## config.mk

```make
export PLATFORM = sky130hd
export DESIGN_NAME = uart_tx_arbiter
export DESIGN_NICKNAME = d
export VERILOG_FILES = /design/src/rtl/uart_tx_arbiter.sv
export SDC_FILE = /design/constraint.sdc
export NUM_CORES = 1
export LEC_CHECK = 0
export BUFFER_PORTS_ARGS = -buffer_cell sky130_fd_sc_hd__clkbuf_2
export CORE_ASPECT_RATIO = 0.6
export CORE_UTILIZATION = 50
export CTS_CLUSTER_SIZE = 24
export DETAILED_ROUTE_END_ITERATION = 12
export PLACE_DENSITY = 0.8
export RECOVER_POWER = 100
export SYNTH_ARGS = -nofsm -noshare
export SYNTH_HDL_FRONTEND = slang
export SYNTH_SLANG_ARGS = --single-unit
```

## constraint.sdc

```tcl
create_clock -name clock -period 2.72 [get_ports clock]
set_input_delay 0.272 -clock clock [delete_from_list [all_inputs] [get_ports clock]]
set_output_delay 0.272 -clock clock [all_outputs]
set_load 0.05 [all_outputs]
```

## src/rtl/uart_tx_arbiter.sv

```systemverilog
// uart_tx_arbiter: round-robin sharing of one UART transmitter among several senders, with a no-progress watchdog
module uart_tx_arbiter #(
  parameter int NUM_FONTES     = 4,
  parameter int TIMEOUT_CICLOS = 1_000_000
) (
  input  logic                    clock,
  input  logic                    reset,
  input  logic [NUM_FONTES-1:0]   pedido,
  input  logic [NUM_FONTES-1:0]   iniciar_envio_fonte,
  input  logic [8*NUM_FONTES-1:0] dado_fonte,
  input  logic [NUM_FONTES-1:0]   concluido_fonte,
  input  logic                    uart_ocupado,
  output logic [NUM_FONTES-1:0]   habilitar_fonte,
  output logic [NUM_FONTES-1:0]   uart_ocupado_fonte,
  output logic                    iniciar_envio,
  output logic [7:0]              dado_saida,
  output logic [NUM_FONTES-1:0]   concedido,
  output logic                    erro_timeout
);
  localparam int IW = $clog2(NUM_FONTES);
  localparam int WW = $clog2(TIMEOUT_CICLOS + 1);
  typedef enum logic [1:0] {OCIOSO, ENVIANDO, LIBERA} estado_t;
  estado_t estado_q, estado_d;
  logic [IW-1:0] idx_q, idx_d, ultimo_q, ultimo_d, sel;
  logic [WW-1:0] wd_q, wd_d;
  logic erro_q, erro_d, achou, envia, strobe;
  int cand;
  always_comb begin
    sel = '0;
    achou = 1'b0;
    cand = 0;
    for (int j = 0; j < NUM_FONTES; j++) begin
      cand = int'(ultimo_q) + 1 + j;
      cand = cand >= NUM_FONTES ? cand - NUM_FONTES : cand;
      if (!achou && pedido[IW'(cand)]) begin
        achou = 1'b1;
        sel = IW'(cand);
      end
    end
  end
  assign envia  = estado_q == ENVIANDO;
  assign strobe = iniciar_envio_fonte[idx_q];
  always_comb begin
    estado_d = estado_q;
    idx_d = idx_q;
    ultimo_d = ultimo_q;
    wd_d = wd_q;
    erro_d = 1'b0;
    case (estado_q)
      OCIOSO: begin
        if (achou) begin
          idx_d = sel;
          wd_d = WW'(TIMEOUT_CICLOS);
          estado_d = ENVIANDO;
        end
      end
      ENVIANDO: begin
        wd_d = strobe ? WW'(TIMEOUT_CICLOS) : (wd_q == '0 ? '0 : wd_q - WW'(1));
        if (concluido_fonte[idx_q]) estado_d = LIBERA;
        else if (!strobe && wd_q <= WW'(1)) begin
          erro_d = 1'b1;
          estado_d = LIBERA;
        end
      end
      LIBERA: begin
        ultimo_d = idx_q;
        estado_d = OCIOSO;
      end
      default: estado_d = OCIOSO;
    endcase
  end
  always_ff @(posedge clock or negedge reset) begin
    if (!reset) begin
      estado_q <= OCIOSO;
      idx_q <= '0;
      ultimo_q <= IW'(NUM_FONTES - 1);
      wd_q <= '0;
      erro_q <= 1'b0;
    end else begin
      estado_q <= estado_d;
      idx_q <= idx_d;
      ultimo_q <= ultimo_d;
      wd_q <= wd_d;
      erro_q <= erro_d;
    end
  end
  assign concedido          = envia ? ({{(NUM_FONTES-1){1'b0}}, 1'b1} << idx_q) : '0;
  assign habilitar_fonte    = concedido;
  assign uart_ocupado_fonte = ~concedido | {NUM_FONTES{uart_ocupado}};
  assign iniciar_envio      = envia & strobe;
  assign dado_saida         = envia ? dado_fonte[{idx_q, 3'b000} +: 8] : 8'h00;
  assign erro_timeout       = erro_q;
endmodule

```

==> flow_summary.json, run 1 <==
{
  "timing.critical_path.from_type": "flop",
  "cts-buffers-inserted": 3,
  "grtUsageTotal": 0.258,
  "psw_mw": 1.30,
  "grt_first_pass_wirelength_um": 8490,
  "finalNetCount": 324,
  "drt-total-wl_um": 5090,
  "postSynthNetCount": 259,
  "grt_start_max_net_pins": 28,
  "cp_slowest_cell": "nor2b_1",
  "first_iter_violations": 123,
  "clock_tree_from_tritoncts": "yes",
  "place.port_buffers": 68,
  "timing.critical_path.slowest_cell_delay_ns": 0.71,
  "antenna_cells_inserted": 0,
  "timing.max_slew.rel_slack": 0.0303,
  "die_area_um2": 4220,
  "async_reset_ff_frac": 1.00,
  "path_type_of_the_worst_min_delay_path": "in -> async",
  "power.share.switching": 0.544,
  "fin_worst_skew_ns": 0.00366,
  "leakage_nw": 1.03,
  "grt_overflow": 0,
  "post_cts_hold_buffer_count": 0,
  "total_power_mw": 2.39,
  "worst_margin_pin_slew_ns": 1.45,
  "setup_crit_end_kind": "output port",
  "pwr_density_cell_nw_per_um2": 1020,
  "detail_route.vias_per_cell": 5.80,
  "synthesis.yosys.warnings": 0,
  "synth_edf_count": 0,
  "finalMaxSlewViolations": 0,
  "ir_worst_vdd_uv": 633,
  "fin_worst_hold_slack_ns": 0.314,
  "detail-route-antenna-nets": 0,
  "clock-sinks": 27,
  "ctsResizeCount": 0,
  "width_of_the_die_um": 83.2,
  "finish.utilization": 0.631,
  "layout_cells_sized_above_1": 0.293,
  "synth_seq_cells": 27,
  "power_report.internal_total_mw": 1.09,
  "worst_skew_pair.late_latency_ns": 0.28,
  "post-route-drc-count": 0,
  "place_congestion": 0.859,
  "synth.cell_area_um2": 1980,
  "area_growth_pct": 18.7,
  "worst_ep_required_time_ns": 2.45,
  "n_fill_cell": 340,
  "status": "complete, no violations",
  "worst_ep_arrival_time_ns": 2.21,
  "synth.lib_cells_used.distinct": 52,
  "htreeDepth": 1,
  "netlist_instances": 209,
  "clock_power_share": 0.100,
  "grt_setup_unrepaired": "false",
  "timing.critical_path.buf_inv": 1,
  "main_flop_type_after_synthesis": "dfrtp_1",
  "synth-seq-area-share": 0.343,
  "die-height_um": 50.7,
  "wl_per_cell_um": 15.9,
  "critical_path_peak_fanout": 14,
  "number_of_endpoints_failing_setup_at_the_final_stage": 0,
  "number_of_cells_in_the_design_after_placement": 316,
  "max_freq_mhz": 402,
  "core_um2": 3720,
  "antenna_found_initial": 0,
  "largest_delay_contributor_family_on_the_critical_path": "simple AND/OR/NAND/NOR gates",
  "ios": 69,
  "total_count_of_hold_check_failures_in_the_final_report": 0,
  "fin_crit_share": 0.913,
  "grt_pass1_vias": 1721,
  "critical_path_class": "reg -> out",
  "final_common_cell": "clkbuf_2",
  "cts_max_path_buffers": 2,
  "floorplan.initialDensity": 0.531,
  "path_cells": "nor2b_1, and2_1, clkbuf_1",
  "dp.final_hpwl_um": 3910,
  "worst_setup_hold_path_clk_slew_ns": 0.10,
  "post_layout_instance_count_excluding_filler_cells": 320,
  "most-common-layout-cells": "clkbuf_2 (49), dfrtp_1 (25), clkbuf_1 (21)",
  "combPwrFrac": 0.653,
  "clk_tree_root_cell": "clkbuf_8",
  "max_cap_violations": 0,
  "total_via_count_in_the_routed_design": 1856,
  "synth_area_per_cell_um2": 9.46,
  "final_period_minus_worst_setup_slack_ns": 2.48,
  "first_pass_iters": 4,
  "post-cts-setup-buffer-count": 0,
  "finalSetupTns_ns": 0,
  "seq_power_share": 0.247,
  "standard_cell_row_count": 17
}
[cells by family (layout without fill, tap and decap cells)]
kind of cell               after synthesis  count (layout)  synth area share
xor gates and xnor gates                 3               3            0.0133
and+or+nand+nor                         79              79             0.234
muxes                                   13              13             0.130
buffers and inverters                   20              84            0.0532
DFF                                     27              27             0.343
AOI/OAI and AO/OA                       64              64             0.207
adders and majority gates                3               3            0.0190
[synthesized netlist by cell type (all sizes together), types with 2 or more instances]
master   count  area (um2)
dfrtp       25         626
a21oi       19        98.9
o21ai       19        95.1
nor2        17        71.3
nand2       14        52.6
nor3        13        86.3
a21o        10        75.1
and2        10        62.6
mux4        10         225
buf          8        58.8
clkbuf       6        23.8
inv          6        22.5
o31ai        6        58.8
nand3        5        30.0
ha           3        37.5
nand2b       3        18.8
nor2b        3        18.8
nor4         3        33.8
dfstp        2        52.6
mux2         2        22.5
nand4        2        12.5
o22ai        2        12.5
o2bb2ai      2        17.5
or4          2        18.8
xnor2        2        17.5
[worst paths after layout]
| check | start | to | slack (ns) | depth (start not counted) |
|---|---|---|---|---|
| worst max register to register | wd_q[6]$_DFFE_PN0P_ | wd_q[16]$_DFFE_PN0P_ | 0.31 | 5 |
| max in group asynchronous | reset | wd_q[5]$_DFFE_PN0P_ | 1.56 | 1 |
| worst max-delay path | estado_q[0]$_DFFE_PN0P_ | iniciar_envio | 0.24 | 3 |
| worst min register to register | wd_q[13]$_DFFE_PN0P_ | wd_q[13]$_DFFE_PN0P_ | 0.55 | 2 |
| worst min-delay path | reset | wd_q[9]$_DFFE_PN0P_ | 0.31 | 1 |
| min in group clock | pedido[2] | idx_q[1]$_DFFE_PN0P_ | 0.35 | 3 |
[routing by layer]
metal	up-vias	global-route usage	part of all wire
li1	898	-	-
met2	53	0.374	0.42
met1	901	0.401	0.50
met5	-	0	0
met3	4	0.0526	0.066
met4	0	0.0402	0.0045
[flip-flops by register name (all words and copies together) (netlist names)]
| signal | flops |
|---|---|
| wd_q | 20 |
| estado_q | 2 |
| idx_q | 2 |
| ultimo_q | 2 |
| erro_timeout | 1 |
[per-stage QoR]
stage	setup WS (ns)	area [um2]
2_1_floorplan	0.139	1980
3_3_place_gp	0.501	2340
3_5_place_dp	0.441	2340
4_1_cts	0.350	2390
5_1_grt	0.102	2350
6_report	0.235	2350
[power groups by stage]
stage	logic, mW	clock network (mW)	registers, mW
finish	1.56	0.239	0.590
global route	1.68	0.253	0.601
CTS	1.60	0.242	0.588
detailed placement	1.59	0	0.595
global placement	1.56	0	0.590
floorplan	1.29	0	0.562
[layout make-up]
type | count | area, um2 | share of cell area
Multi-Input combinational cell | 162 | 1180 | 0.505
Clock buffer | 3 | 41.3 | 0.0176
Inverter | 6 | 22.5 | 0.00959
Tap cell | 47 | 58.8 | 0.0251
Timing Repair Buffer | 74 | 354 | 0.151
Sequential cell | 27 | 678 | 0.289
Clock inverter | 1 | 7.51 | 0.00320
(Power assumes the default switching activity.)
==> inputs of run 2 (changes only) <==
--- a/config.mk
+++ b/config.mk
@@ -6,12 +6,13 @@
 export NUM_CORES = 1
 export LEC_CHECK = 0
 export BUFFER_PORTS_ARGS = -buffer_cell sky130_fd_sc_hd__clkbuf_2
+export CAP_MARGIN = 20
 export CORE_ASPECT_RATIO = 0.6
-export CORE_UTILIZATION = 50
+export CORE_UTILIZATION = 54
 export CTS_CLUSTER_SIZE = 24
 export DETAILED_ROUTE_END_ITERATION = 12
-export PLACE_DENSITY = 0.8
-export RECOVER_POWER = 100
+export PLACE_DENSITY = 0.85
+export RECOVER_POWER = 50
 export SYNTH_ARGS = -nofsm -noshare
 export SYNTH_HDL_FRONTEND = slang
 export SYNTH_SLANG_ARGS = --single-unit
==> constraint.sdc (replaced) <==
create_clock -name clock -period 2.9 [get_ports clock]
set_input_delay 0.29 -clock clock [delete_from_list [all_inputs] [get_ports clock]]
set_output_delay 0.29 -clock clock [all_outputs]
set_load 0.05 [all_outputs]
==> flow_summary.json, run 2 (synthesized netlist as in run 1, its figures left out) <==
{
  "timing.critical_path.buf_inv": 0,
  "post-cts-setup-buffer-count": 0,
  "cp_slowest_cell": "o31ai_4",
  "standard_cell_row_count": 16,
  "setup_crit_end_kind": "flop",
  "grt_overflow": 0,
  "crit-reg2reg-capture": "wd_q[3]$_DFFE_PN0P_",
  "max_cap_violations": 0,
  "fin_worst_hold_slack_ns": 0.327,
  "place_congestion": 0.814,
  "cts-buffers-inserted": 3,
  "grt_first_pass_wirelength_um": 8100,
  "htreeDepth": 1,
  "regToRegStartpoint": "wd_q[6]$_DFFE_PN0P_",
  "global_route.usage.met2": 0.377,
  "post-place-ws_ns": 0.596,
  "final_common_cell": "clkbuf_2",
  "finish.utilization": 0.699,
  "grt_setup_unrepaired": "false",
  "total_count_of_hold_check_failures_in_the_final_report": 0,
  "finalNetCount": 321,
  "reg2regPathDepth": 5,
  "global_route.peak_usage_layer": "met1",
  "worst_ep_arrival_time_ns": 2.52,
  "grt_start_max_net_pins": 28,
  "post_cts_hold_buffer_count": 0,
  "detail-route-antenna-nets": 0,
  "r2r_slack_ns": 0.52,
  "detailed_place.area_um2": 2310,
  "number_of_endpoints_failing_setup_at_the_final_stage": 0,
  "final_period_minus_worst_setup_slack_ns": 2.38,
  "fin_ws_ns": 0.520,
  "path_type_of_the_worst_min_delay_path": "in -> async",
  "width_of_the_die_um": 80.1,
  "timing.max_slew.rel_slack": 0.0470,
  "ir_worst_vdd_uv": 699,
  "ctsResizeCount": 0,
  "worst_skew_pair.late_latency_ns": 0.28,
  "finalMaxSlewViolations": 0,
  "finalSetupTns_ns": 0,
  "die_area_um2": 3910,
  "worst_setup_hold_path_clk_slew_ns": 0.09,
  "total_power_mw": 2.22,
  "timing.critical_path.slowest_cell_delay_ns": 0.71,
  "worst_margin_pin_slew_ns": 1.43,
  "grtUsageTotal": 0.269,
  "postLayoutCellArea_um2": 2350,
  "antenna_found_initial": 0,
  "place.port_buffers": 68,
  "detail_route.vias_per_cell": 5.89,
  "critical_path_class": "reg -> reg",
  "die-height_um": 48.9,
  "timing.critical_path.from_type": "flop",
  "number_of_cells_in_the_design_after_placement": 311,
  "drt-total-wl_um": 4820,
  "globalRouteMet1Util": 0.436,
  "dp.final_hpwl_um": 3710,
  "antenna_cells_inserted": 0,
  "first_pass_iters": 4,
  "grt_util_met3": 0.0561,
  "fin_crit_share": 0.821,
  "post_layout_instance_count_excluding_filler_cells": 315,
  "grt_pass1_vias": 1671,
  "area_growth_pct": 18.9,
  "floorplan.initialDensity": 0.588,
  "path_cells": "nor3_1, nand3b_1, o31ai_4, o21ai_0, o2bb2ai_1",
  "max_flop_register": "wd_q",
  "clock_tree_from_tritoncts": "yes",
  "critical_path_peak_fanout": 18,
  "post-route-drc-count": 0,
  "largest_register_ffs": 20,
  "pwr_density_cell_nw_per_um2": 947,
  "worst_ep_required_time_ns": 3.04,
  "first_iter_violations": 129,
  "core_um2": 3360,
  "status": "complete, no violations",
  "ios": 69,
  "clock-sinks": 27,
  "cts_max_path_buffers": 2,
  "largest_delay_contributor_family_on_the_critical_path": "compound AO/OA/AOI/OAI gates",
  "total_via_count_in_the_routed_design": 1854,
  "fin_worst_skew_ns": 0.00369,
  "leakage_nw": 1.06,
  "clk_tree_root_cell": "clkbuf_8",
  "most-common-layout-cells": "clkbuf_2 (60), dfrtp_1 (25), a21oi_1 (18)",
  "layout_cells_sized_above_1": 0.341,
  "max_freq_mhz": 420,
  "wl_per_cell_um": 15.3
}
[run 2: cell types whose count changed in the layout (fill, tap and decap cells not counted), sizes merged]
cell,change
buf,-1
clkbuf,-2
clkinv,+1
clkinvlp,-1
[run 2: cell type report]
cell class                 instances  area, um2
multi-input combinational        162       1190
timing repair buffer              71        353
clock inverter                     1       5.00
inverter                           6       22.5
fill                             271       1010
clock buffer                       3       41.3
sequential                        27        678
tap                               45       56.3
[run 2: worst max path at each step]
stage | startpoint | to | slack [ns] | cells after the start
finish | wd_q[6]$_DFFE_PN0P_ | wd_q[3]$_DFFE_PN0P_ | 0.52 | 5
global route | wd_q[6]$_DFFE_PN0P_ | wd_q[5]$_DFFE_PN0P_ | 0.33 | 5
CTS | wd_q[6]$_DFFE_PN0P_ | wd_q[5]$_DFFE_PN0P_ | 0.59 | 5
detailed placement | wd_q[0]$_DFFE_PN0P_ | wd_q[10]$_DFFE_PN0P_ | 0.60 | 7
global placement | wd_q[6]$_DFFE_PN0P_ | wd_q[5]$_DFFE_PN0P_ | 0.65 | 5
floorplan | idx_q[0]$_DFFE_PN0P_ | habilitar_fonte[0] | 0.30 | 4
[run 2: report_power, final]
group          internal (mW)  leakage, nW  switching, mW
Combinational          0.474        0.715          0.979
Sequential             0.461        0.324         0.0920
Clock                 0.0965       0.0255          0.122
Total                   1.03         1.06           1.19
[run 2: metal layers]
layer	part of all wire	routed length (um)	up-vias
met4	0.0015	7	0
met1	0.51	2450	894
met5	0	0	-
met2	0.43	2050	64
li1	-	-	894
met3	0.065	315	2
